$ cat src/rtl/rtr_route_queue.sv
// rtr_route_queue: per-input-VC route holding queue.
// Captures {output port, resource class} of each head flit in arrival order
// and presents the oldest route to the allocators until its tail departs.
// Optional macro RTR_ROUTE_QUEUE_BYPASS_EN: zero-latency head routing when
// the queue is empty (push route driven straight to the outputs).
module rtr_route_queue #(
  parameter int unsigned num_ports            = 5,
  parameter int unsigned num_resource_classes = 2,
  parameter int unsigned queue_depth          = 2
) (
  input  logic                            clk,
  input  logic                            reset_n,
  input  logic                            push_valid,
  input  logic [num_ports-1:0]            push_op,
  input  logic [num_resource_classes-1:0] push_orc,
  input  logic [1:0]                      push_errors,
  input  logic                            pop,
  output logic                            route_valid,
  output logic [num_ports-1:0]            route_op,
  output logic [num_resource_classes-1:0] route_orc,
  output logic                            full,
  output logic [2:0]                      errors
);

  localparam int unsigned PTR_W = (queue_depth > 1) ? $clog2(queue_depth) : 1;
  localparam int unsigned CNT_W = $clog2(queue_depth + 1);
  localparam int unsigned ENT_W = num_ports + num_resource_classes;
  localparam logic [PTR_W-1:0] LAST_PTR  = PTR_W'(queue_depth - 1);
  localparam logic [CNT_W-1:0] DEPTH_CNT = CNT_W'(queue_depth);

  logic [ENT_W-1:0] mem_q [queue_depth];
  logic [ENT_W-1:0] mem_d [queue_depth];
  logic [PTR_W-1:0] rd_ptr_q, rd_ptr_d, wr_ptr_q, wr_ptr_d;
  logic [CNT_W-1:0] count_q, count_d;
  logic             route_valid_q, route_valid_d;
  logic [ENT_W-1:0] route_q, route_d;
  logic             full_q, full_d;
  logic [2:0]       errors_q, errors_d;

  logic push_ok, pop_ok, bypass_hit, is_full, is_empty;

  // Circular pointer advance; depth need not be a power of two.
  function automatic logic [PTR_W-1:0] ptr_inc(input logic [PTR_W-1:0] p);
    return (p == LAST_PTR) ? '0 : p + PTR_W'(1);
  endfunction

  assign is_full  = (count_q == DEPTH_CNT);
  assign is_empty = (count_q == '0);

`ifdef RTR_ROUTE_QUEUE_BYPASS_EN
  assign bypass_hit = push_valid && is_empty;
`else
  assign bypass_hit = 1'b0;
`endif

  // Next-state: storage, pointers, count, sticky errors and registered outputs.
  always_comb begin
    mem_d    = mem_q;
    rd_ptr_d = rd_ptr_q;
    wr_ptr_d = wr_ptr_q;
    count_d  = count_q;
    errors_d = errors_q;

    push_ok = push_valid && (!is_full || pop);
    // A bypassed entry may retire in its own push cycle.
    pop_ok  = pop && (!is_empty || bypass_hit);

    if (push_ok) begin
      mem_d[wr_ptr_q] = {push_op, push_orc};
      wr_ptr_d        = ptr_inc(wr_ptr_q);
    end
    if (pop_ok) begin
      rd_ptr_d = ptr_inc(rd_ptr_q);
    end

    if (push_ok && !pop_ok) begin
      count_d = count_q + CNT_W'(1);
    end else if (pop_ok && !push_ok) begin
      count_d = count_q - CNT_W'(1);
    end

    if (push_valid && is_full && !pop)     errors_d[0] = 1'b1;
    if (pop && is_empty && !bypass_hit)    errors_d[1] = 1'b1;
    if (push_valid && (|push_errors))      errors_d[2] = 1'b1;

    // Outputs are registered from the post-update storage so a push into an
    // empty queue is visible the following cycle and push+pop at count 1 has
    // no bubble.
    route_valid_d = (count_d != '0);
    route_d       = route_valid_d ? mem_d[rd_ptr_d] : '0;
    full_d        = (count_d == DEPTH_CNT);
  end

  // State registers with asynchronous active-low reset.
  always_ff @(posedge clk or negedge reset_n) begin
    if (!reset_n) begin
      for (int unsigned i = 0; i < queue_depth; i++) begin
        mem_q[i] <= '0;
      end
      rd_ptr_q      <= '0;
      wr_ptr_q      <= '0;
      count_q       <= '0;
      route_valid_q <= 1'b0;
      route_q       <= '0;
      full_q        <= 1'b0;
      errors_q      <= '0;
    end else begin
      mem_q         <= mem_d;
      rd_ptr_q      <= rd_ptr_d;
      wr_ptr_q      <= wr_ptr_d;
      count_q       <= count_d;
      route_valid_q <= route_valid_d;
      route_q       <= route_d;
      full_q        <= full_d;
      errors_q      <= errors_d;
    end
  end

  assign route_valid = bypass_hit ? 1'b1     : route_valid_q;
  assign route_op    = bypass_hit ? push_op  : route_q[ENT_W-1:num_resource_classes];
  assign route_orc   = bypass_hit ? push_orc : route_q[num_resource_classes-1:0];
  assign full        = full_q;
  assign errors      = errors_q;

endmodule

$ cat config.mk
export PLATFORM = sky130hd
export DESIGN_NAME = rtr_route_queue
export DESIGN_NICKNAME = d
export VERILOG_FILES = /design/src/rtl/rtr_route_queue.sv
export SDC_FILE = /design/constraint.sdc
export NUM_CORES = 1
export LEC_CHECK = 0
export ABC_AREA = 1
export CORE_UTILIZATION = 35
export CTS_CLUSTER_SIZE = 40
export DETAILED_ROUTE_END_ITERATION = 7
export REMOVE_ABC_BUFFERS = 1
export SYNTH_ARGS = -nofsm -noshare
export SYNTH_HDL_FRONTEND = slang
export SYNTH_SLANG_ARGS = --single-unit
$ cat constraint.sdc
create_clock -name clk -period 2.95 [get_ports clk]
set_clock_uncertainty 0.15 [all_clocks]
set_input_delay 0.59 -clock clk [delete_from_list [all_inputs] [get_ports clk]]
set_output_delay 0.59 -clock clk [all_outputs]
set_load 0.02 [all_outputs]
# Yosys cells after proc, flatten, opt, wreduce, memory -nomap -nowiden
# Cells that the tools add are included.
word_totals:
  out_inout_bits: 12
  in_bits: 13
  register_bits: 30
  wordCells: 53
classes:
  magnitude_cmp: 3
  n_eq_ne: 2
  mux: 13
  bitwise_logic: 2
  reduce_logical: 18
  add_sub_neg: 4
op_table:
  columns: ["op", "n"]
  rows:
  - ["$mux 7", 5]
  - ["$bwmux 14", 1]
  - ["$mux 14", 1]
  - ["$logic_and 1x1->1", 9]
  - ["$demux 7 s1", 1]
  - ["$logic_not 1->1", 5]
  - ["$eq 2x2->1 const B", 2]
  - ["$ge 2x2->1 const B", 2]
  - ["$mux 2", 2]
  - ["$not 1->2", 2]
  - ["$mux 1", 3]
  - ["$add 1x1->1 const B", 2]
  - ["$add 2x1->2 const B", 1]
  - ["$logic_not 2->1", 1]
  - ["$lt 2x1->1 const B", 1]
  - ["$reduce_bool 2->1", 1]
  - ["$reduce_or 2->1", 1]
  - ["$sub 2x1->2 const B", 1]
  - ["$logic_or 1x1->1", 1]

# Longest topological paths before layout
# Gate-level depths: netlist (run 1).
logic_depth:
  ltp_word: 11
  ltp_mapped: 10
  depth_no_buf: 10

# Worst setup path after synthesis (run 1)
# Ideal clock, no wire load.
synth_timing:
  kind: "flip-flop to flip-flop"
  start: "reg count_q[0]"
  end: "reg route_q[0]"
  slack_ns: 1.413
  stages_incl_launch_ff: 10
  period_less_slack_ns: 1.537
  required_ns: 2.681
  setup_time_ns: 0.119
  arrival_ns: 1.268
  cell_sequence: "dfrtp_1 -> inv_1 -> ha_1 -> inv_1 -> nand2_1 -> nand3_2 -> nand3_1 -> nand2_4 -> nor2_8 -> nor2_1"
synth_between:
  elab_chain_cells: 10
  word_cells_on_any_way: 23
synth_rtl:
  columns: ["element", "line_no", "text"]
  rows:
  - ["from (decl)", "34", "logic [CNT_W-1:0] count_q, count_d;"]
  - ["from (signal assigned)", "111", "count_q <= count_d;"]
  - ["$eq 2x2->1", "47", "assign is_full = (count_q == DEPTH_CNT);"]
  - ["$logic_not 1->1", "64", "push_ok = push_valid && (!is_full || pop);"]
  - ["$logic_or 1x1->1", "64", null]
  - ["$logic_and 1x1->1", "64", null]
  - ["$logic_not 1->1", "78", "end else if (pop_ok && !push_ok) begin"]
  - ["$logic_and 1x1->1", "78", null]
  - ["$mux 2", "78", null]
  - ["$mux 2 (*)", "76", "if (push_ok && !pop_ok) begin"]
  - ["named net count_d[1]", "34", null]
  - ["$reduce_bool 2->1 (*)", "89", "route_valid_d = (count_d != '0);"]
  - ["$mux 7 (*)", "90", "route_d = route_valid_d ? mem_d[rd_ptr_d] : '0;"]
  - ["named net route_d[0]", "36", "logic [ENT_W-1:0] route_q, route_d;"]
  - ["to (signal assigned)", "113", "route_q <= route_d;"]
  - ["to (decl)", "36", null]
# Mark *: on every way through the listed nets, which the timed path passes. The rest lies on a longest branch. The select of a mux whose other input is x is not followed.
# A chain may end at the register's enable or synchronous reset.

# Final worst setup path (run 1)
layout_timing:
  start: "in push_valid"
  end: "reg route_q[0]"
layout_between:
  elab_chain_cells: 7
  word_cells_on_any_way: 12
layout_rtl:
  columns: ["element", "line_no", "text"]
  rows:
  - ["from (decl)", "13", "input logic push_valid,"]
  - ["$logic_and 1x1->1 (*)", "64", null]
  - ["$logic_not 1->1", "78", null]
  - ["$logic_and 1x1->1", "78", null]
  - ["$mux 2", "78", null]
  - ["$mux 2 (*)", "76", null]
  - ["named net count_d[0]", "34", null]
  - ["$reduce_bool 2->1 (*)", "89", null]
  - ["$mux 7 (*)", "90", null]
  - ["named net route_d[0]", "36", null]
# Marked as above.

==> results.md, run 1 <==
* Max clock buf depth at 2
* Peak fanout along the critical path at 11
* Master cell of the clock root buffer: sky130_fd_sc_hd__clkbuf_8
* Average cell area after synthesis at 8.67 sq um
* Placer congestion estimate at 0.759
* Unique cell type count in the Yosys netlist at 19
* Required time of the critical path at 2.96 ns
* Growth of design area from synthesis to finish at 24.6%
* Hold path startpoint: errors[1]
* First-pass GRT wire length at 4.82 mm
* Core region area at 4090 sq um
* Antenna diodes at 0
* Source-to-sink clock delay at the later pin of the worst-skew pair at 0.28 ns
* Final setup violation count at 0
* Data arrival time of the worst path at 2.06 ns
* Flop2flop setup slack at 1.19 ns
* Global-route met1 utilization at 0.191
* Highest clock rate at 0.489 GHz
* Worst reg-to-reg path cell count at 9
* H-tree depth reported by CTS at 2
* Cell area after synthesis at 1520 sq um
* Cts repair resizes at 0
* Met3 GRT Util at 0.0733
* Routed length per placed instance at 11.2 microns
* Total global routing overflow at 0
* Initial antenna violation count at 0
* CTS sink count at 30
* Final nets at 219
* Remaining DRCs at 0
* Met2 track demand over resource at 0.215
* Setup repair after global routing missed its margin: no
* Area of the die at 4600 sq um
* Sequential cell area fraction in the yosys report at 0.495
* Final antenna-violating net count at 0
* Number of standard-cell rows in the floorplan at 23
* R2r startpoint: count_q[0]
* Min-delay worst type: reg2reg
* Post-Route Setup TNS at 0 ns
* Top-level I/O count at 25
* Synthesized instance count at 175
* Startpoint-to-endpoint class of the critical path: in2reg
* Router iterations before antenna repair at 4
* Final Hold Violating Endpoints at 0
* Type of destination of the critical path: register
* Count of max-cap constraint violations at 0
* Yosys warning total at 0
* Flop and latch count out of synthesis at 30
* Busiest grt layer: met2
* Number of DRC markers after the initial detailed-route iteration at 65
* Ratio of cells with drive above 1 in the final layout at 0.127
* R2R Path End: route_q[4]
* Pwr/cell area at 1050 nW/um^2
* Overall die height at 67.9 microns
* Die outline width at 67.9 microns
* Placed wire-length estimate after detailed placement at 2.05 mm
* Period utilization at 0.694
* CTS Hold Buffers Added at 0
* Worst vdd rail ir drop at 442 uV
* Slew Limit Fails at 0
* Final period demand of the worst path at 2.05 ns
* Final wirelength at 2.87 mm
* Cell leakage power at 0.978 nW
* Run status: finished clean
* Setup repair bufs after CTS at 0
* Count of fill cells added during filler insertion at 432
* Hold path depth at 1
* Largest net degree at the start of global routing at 31
* Avg Vias per Cell at 4.57
* Count of input and output buffers at 24
* Type of element launching the critical path: primary input
* Vias after detailed routing at 1166
* Initial core utilization at 0.371
* Number of buffers created by CTS at 5
* Clock Pin Slew Worst Setup and Hold Paths at 0.06 ns
* Global router's overall resource usage at 0.148
* Worst hold-check slack at 0.330 ns
* WHS Endpoint: errors[1]
* Number of global-route vias before repair at 1074
* Measured slew at the worst slew-check pin at 0.502 ns
* Slew margin rel. at 0.664
* CTS tree: built
[critical path, stage by stage]
cell	delay (ns)
sky130_fd_sc_hd__clkdlybuf4s50_1	0.78
sky130_fd_sc_hd__inv_2	0.11
sky130_fd_sc_hd__nand2_2	0.12
sky130_fd_sc_hd__nand2_1	0.07
sky130_fd_sc_hd__nand2_2	0.09
sky130_fd_sc_hd__nand2_4	0.07
sky130_fd_sc_hd__nor2_8	0.16
sky130_fd_sc_hd__nor2_1	0.06
[cell type report]
type                    count  area [sq um]  share of cell area
flip-flops and latches     30           751               0.397
multi-input cells         103           589               0.312
repair buffers             26           255               0.135
inverters                  38           143              0.0754
clock buffers               7          86.3              0.0456
well taps                  50          62.6              0.0331
clock inverters             1          5.00             0.00265
[where the power goes]
part           switching, W  internal (W)
Clock              0.000150      0.000188
Sequential        0.0000781      0.000595
Combinational      0.000585      0.000399
Total              0.000813       0.00118
[through the flow]
| step | power [W] | std cells | worst slack [ns] | instance area [sq um] | utilization |
|---|---|---|---|---|---|
| after floorplan | 0.00138 | 171 | 1.38 | 1480 | - |
| after global placement | 0.00166 | 247 | 0.643 | 1800 | 0.441 |
| after detailed placement | 0.00168 | 247 | 0.600 | 1800 | 0.441 |
| after CTS | 0.00203 | 255 | 0.895 | 1890 | 0.463 |
| after global routing | 0.00219 | 255 | 0.783 | 1890 | 0.463 |
| final | 0.00199 | 255 | 0.903 | 1890 | 0.463 |
[how the worst max path moves through the flow]
stage               start          to  slack [ns]  cells after the start
2_1_floorplan  count_q[0]  route_q[0]        1.38                      9
3_3_place_gp   push_valid  route_q[0]        0.64                      7
3_5_place_dp   push_valid  route_q[0]        0.60                      8
4_1_cts        push_valid  route_q[0]        0.90                      8
5_1_grt        push_valid  route_q[1]        0.78                      8
6_report       push_valid  route_q[0]        0.90                      8
[state kept, by name (all words and copies together), names as in the netlist]
name,count
count_q,2
errors,3
full,1
mem_q,14
rd_ptr_q,1
route_q,7
route_valid,1
wr_ptr_q,1
[cells in the mapped netlist (all sizes together)]
cell type,instances,area share
nand2,40,0.12
inv,38,0.094
dfrtp,30,0.49
nand3,20,0.084
and2,14,0.058
nand4,14,0.058
nor2,10,0.037
buf,4,0.023
o21bai,3,0.015
ha,2,0.016
[routing by layer]
metal | vias to the layer above | part of all wire
li1 | 598 | -
met1 | 535 | 0.49
met2 | 31 | 0.45
met3 | 2 | 0.063
met4 | 0 | 0.0028
met5 | - | 0
[logic make-up after synthesis]
kind of cell / Yosys count / synth area share
simple gates: 98 / 0.357
fa+ha+maj: 2 / 0.0165
compound gates: 3 / 0.0148
flops: 30 / 0.495
buf+inv: 42 / 0.117
[cells in the final DEF, fill, tap and decap left out, drive strengths merged]
cell / instances
nand2: 40
inv: 38
dfrtp: 30
clkdlybuf4s50: 24
nand3: 20
nand4: 14
and2: 14
nor2: 10
clkbuf: 7
o21bai: 3
ha: 2
buf: 2
clkinv: 1
Power figures use the tool's default switching activity.
==> run 2, diff against run 1 <==
==> constraint.sdc (replaced) <==
create_clock -name clk -period 1.9 [get_ports clk]
set_clock_uncertainty 0.15 [all_clocks]
set_input_delay 0.38 -clock clk [delete_from_list [all_inputs] [get_ports clk]]
set_output_delay 0.38 -clock clk [all_outputs]
set_load 0.02 [all_outputs]
==> run 2 against run 1 <==
Effect of this change:
- sequential share of layout area down 1.0 points
- first-iteration DRC count up 6.2%
- via count down 1.3%
- design area up 2.7%
- worst hold slack worse by 0.0076 ns
- critical path type is now reg2out
- largest power group unchanged
==> results.md, run 2 (synthesized netlist as in run 1, its figures left out) <==
* Area of the die at 4600 sq um
* First-pass GRT wire length at 4.95 mm
* Peak fanout along the critical path at 2
* Final nets at 222
* Worst hold-check slack at 0.322 ns
* Number of buffers created by CTS at 5
* Required time of the critical path at 1.37 ns
* Vias after detailed routing at 1151
* Total global routing overflow at 0
* Critical Path Max Stage Delay at 0.60 ns
* Commonest cells after routing, fill and taps aside: 34 x sky130_fd_sc_hd__inv_1, 33 x sky130_fd_sc_hd__nand2_1, 30 x sky130_fd_sc_hd__dfrtp_1
* Count of max-cap constraint violations at 0
* Top-level I/O count at 25
* Max clock buf depth at 2
* Count of fill cells added during filler insertion at 403
* Cell leakage power at 1.00 nW
* Crit path max-delay cell type: sky130_fd_sc_hd__clkdlybuf4s50_1
* Cts repair resizes at 0
* Placer congestion estimate at 0.757
* Area post-placement at 1850 sq um
* Post-Route Setup TNS at 0 ns
* CTS sink count at 30
* Antenna diodes at 0
* Number of global-route vias before repair at 1118
* Most common cell after layout, fill and taps aside: sky130_fd_sc_hd__inv_1
* Most flops, register: mem_q
* Final setup violation count at 0
* Router iterations before antenna repair at 4
* Die outline width at 67.9 microns
* Overall die height at 67.9 microns
* Type of element launching the critical path: register
* Source-to-sink clock delay at the later pin of the worst-skew pair at 0.29 ns
* Data arrival time of the worst path at 1.23 ns
* Routed length per placed instance at 11.1 microns
* Setup repair bufs after CTS at 0
* Remaining DRCs at 0
* Number of DRC markers after the initial detailed-route iteration at 69
* Utilization of the core after routing at 0.476
* CTS tree: built
* Avg Vias per Cell at 4.46
* Category of cells accounting for the largest share of critical-path delay: buffers and inverters
* CTS Hold Buffers Added at 0
* Worst vdd rail ir drop at 633 uV
* Number of standard-cell rows in the floorplan at 23
* H-tree depth reported by CTS at 2
* Master cell of the clock root buffer: sky130_fd_sc_hd__clkbuf_8
* Final period demand of the worst path at 1.76 ns
* Final wirelength at 2.87 mm
* Highest clock rate at 0.568 GHz
* Period utilization at 0.927
* Global router's overall resource usage at 0.150
* Setup repair after global routing missed its margin: no
* Largest net degree at the start of global routing at 31
* Growth of design area from synthesis to finish at 28.0%
* Placed wire-length estimate after detailed placement at 2.07 mm
* Measured slew at the worst slew-check pin at 0.384 ns
* Type of destination of the critical path: output pin
* Design Area, Final at 1940 sq um
* Critical-path cell list: clkdlybuf4s50_1
* Initial core utilization at 0.371
* Count of input and output buffers at 24
* Pwr/cell area at 1620 nW/um^2
* Slew margin rel. at 0.744
* Number of flip-flops under the largest register name at 14
* Final antenna-violating net count at 0
* Overall power consumption at 0.00315 W
* Startpoint-to-endpoint class of the critical path: reg2out
* Initial antenna violation count at 0
* Number of buffers and inverters on the critical path at 1
* Core region area at 4090 sq um
* Final Hold Violating Endpoints at 0
* Min-delay worst type: in2async
* Clock Pin Slew Worst Setup and Hold Paths at 0.07 ns
* Run status: finished clean
* Slew Limit Fails at 0
* Ratio of cells with drive above 1 in the final layout at 0.144
-- run 2: area by class of cell --
type                    instances  area [sq um]  share of cell area
clock buffers                   6          82.6              0.0425
well taps                      50          62.6              0.0322
repair buffers                 29           303               0.156
multi-input cells             103           589               0.303
clock inverters                 2          12.5             0.00644
inverters                      38           143              0.0734
flip-flops and latches         30           751               0.386
-- run 2: stage by stage --
step | worst slack [ns] | instances
finish | 0.139 | 258
global placement | 0.0189 | 250
global route | 0.0367 | 258
floorplan | 0.332 | 171
detailed placement | 0.00980 | 250
CTS | 0.124 | 258
-- run 2: where the power goes --
part	leakage (nW)	switching, W	internal (W)
Clock	0.0472	0.000246	0.000291
Combinational	0.621	0.000914	0.000657
Sequential	0.333	0.000118	0.000924
Total	1.00	0.00128	0.00187
-- run 2: path summary, 6_finish.rpt --
path	from	end	slack [ns]	cells past startpoint
worst max register to register	count_q[0]	route_q[6]	0.21	10
min in group clk	errors[0]	errors[0]	0.33	1
worst min-delay path	reset_n	mem_q[7]	0.32	2
worst max-delay path	errors[2]	errors[2]	0.14	1
worst min register to register	errors[0]	errors[0]	0.33	1
max in group asynchronous	reset_n	mem_q[12]	0.99	2
-- run 2: metal layers --
layer,share of wire,vias up,track usage
li1,-,608,-
met3,0.060,5,0.0550
met1,0.48,514,0.192
met4,0.0094,0,0.0391
met5,0,-,0
met2,0.45,24,0.238
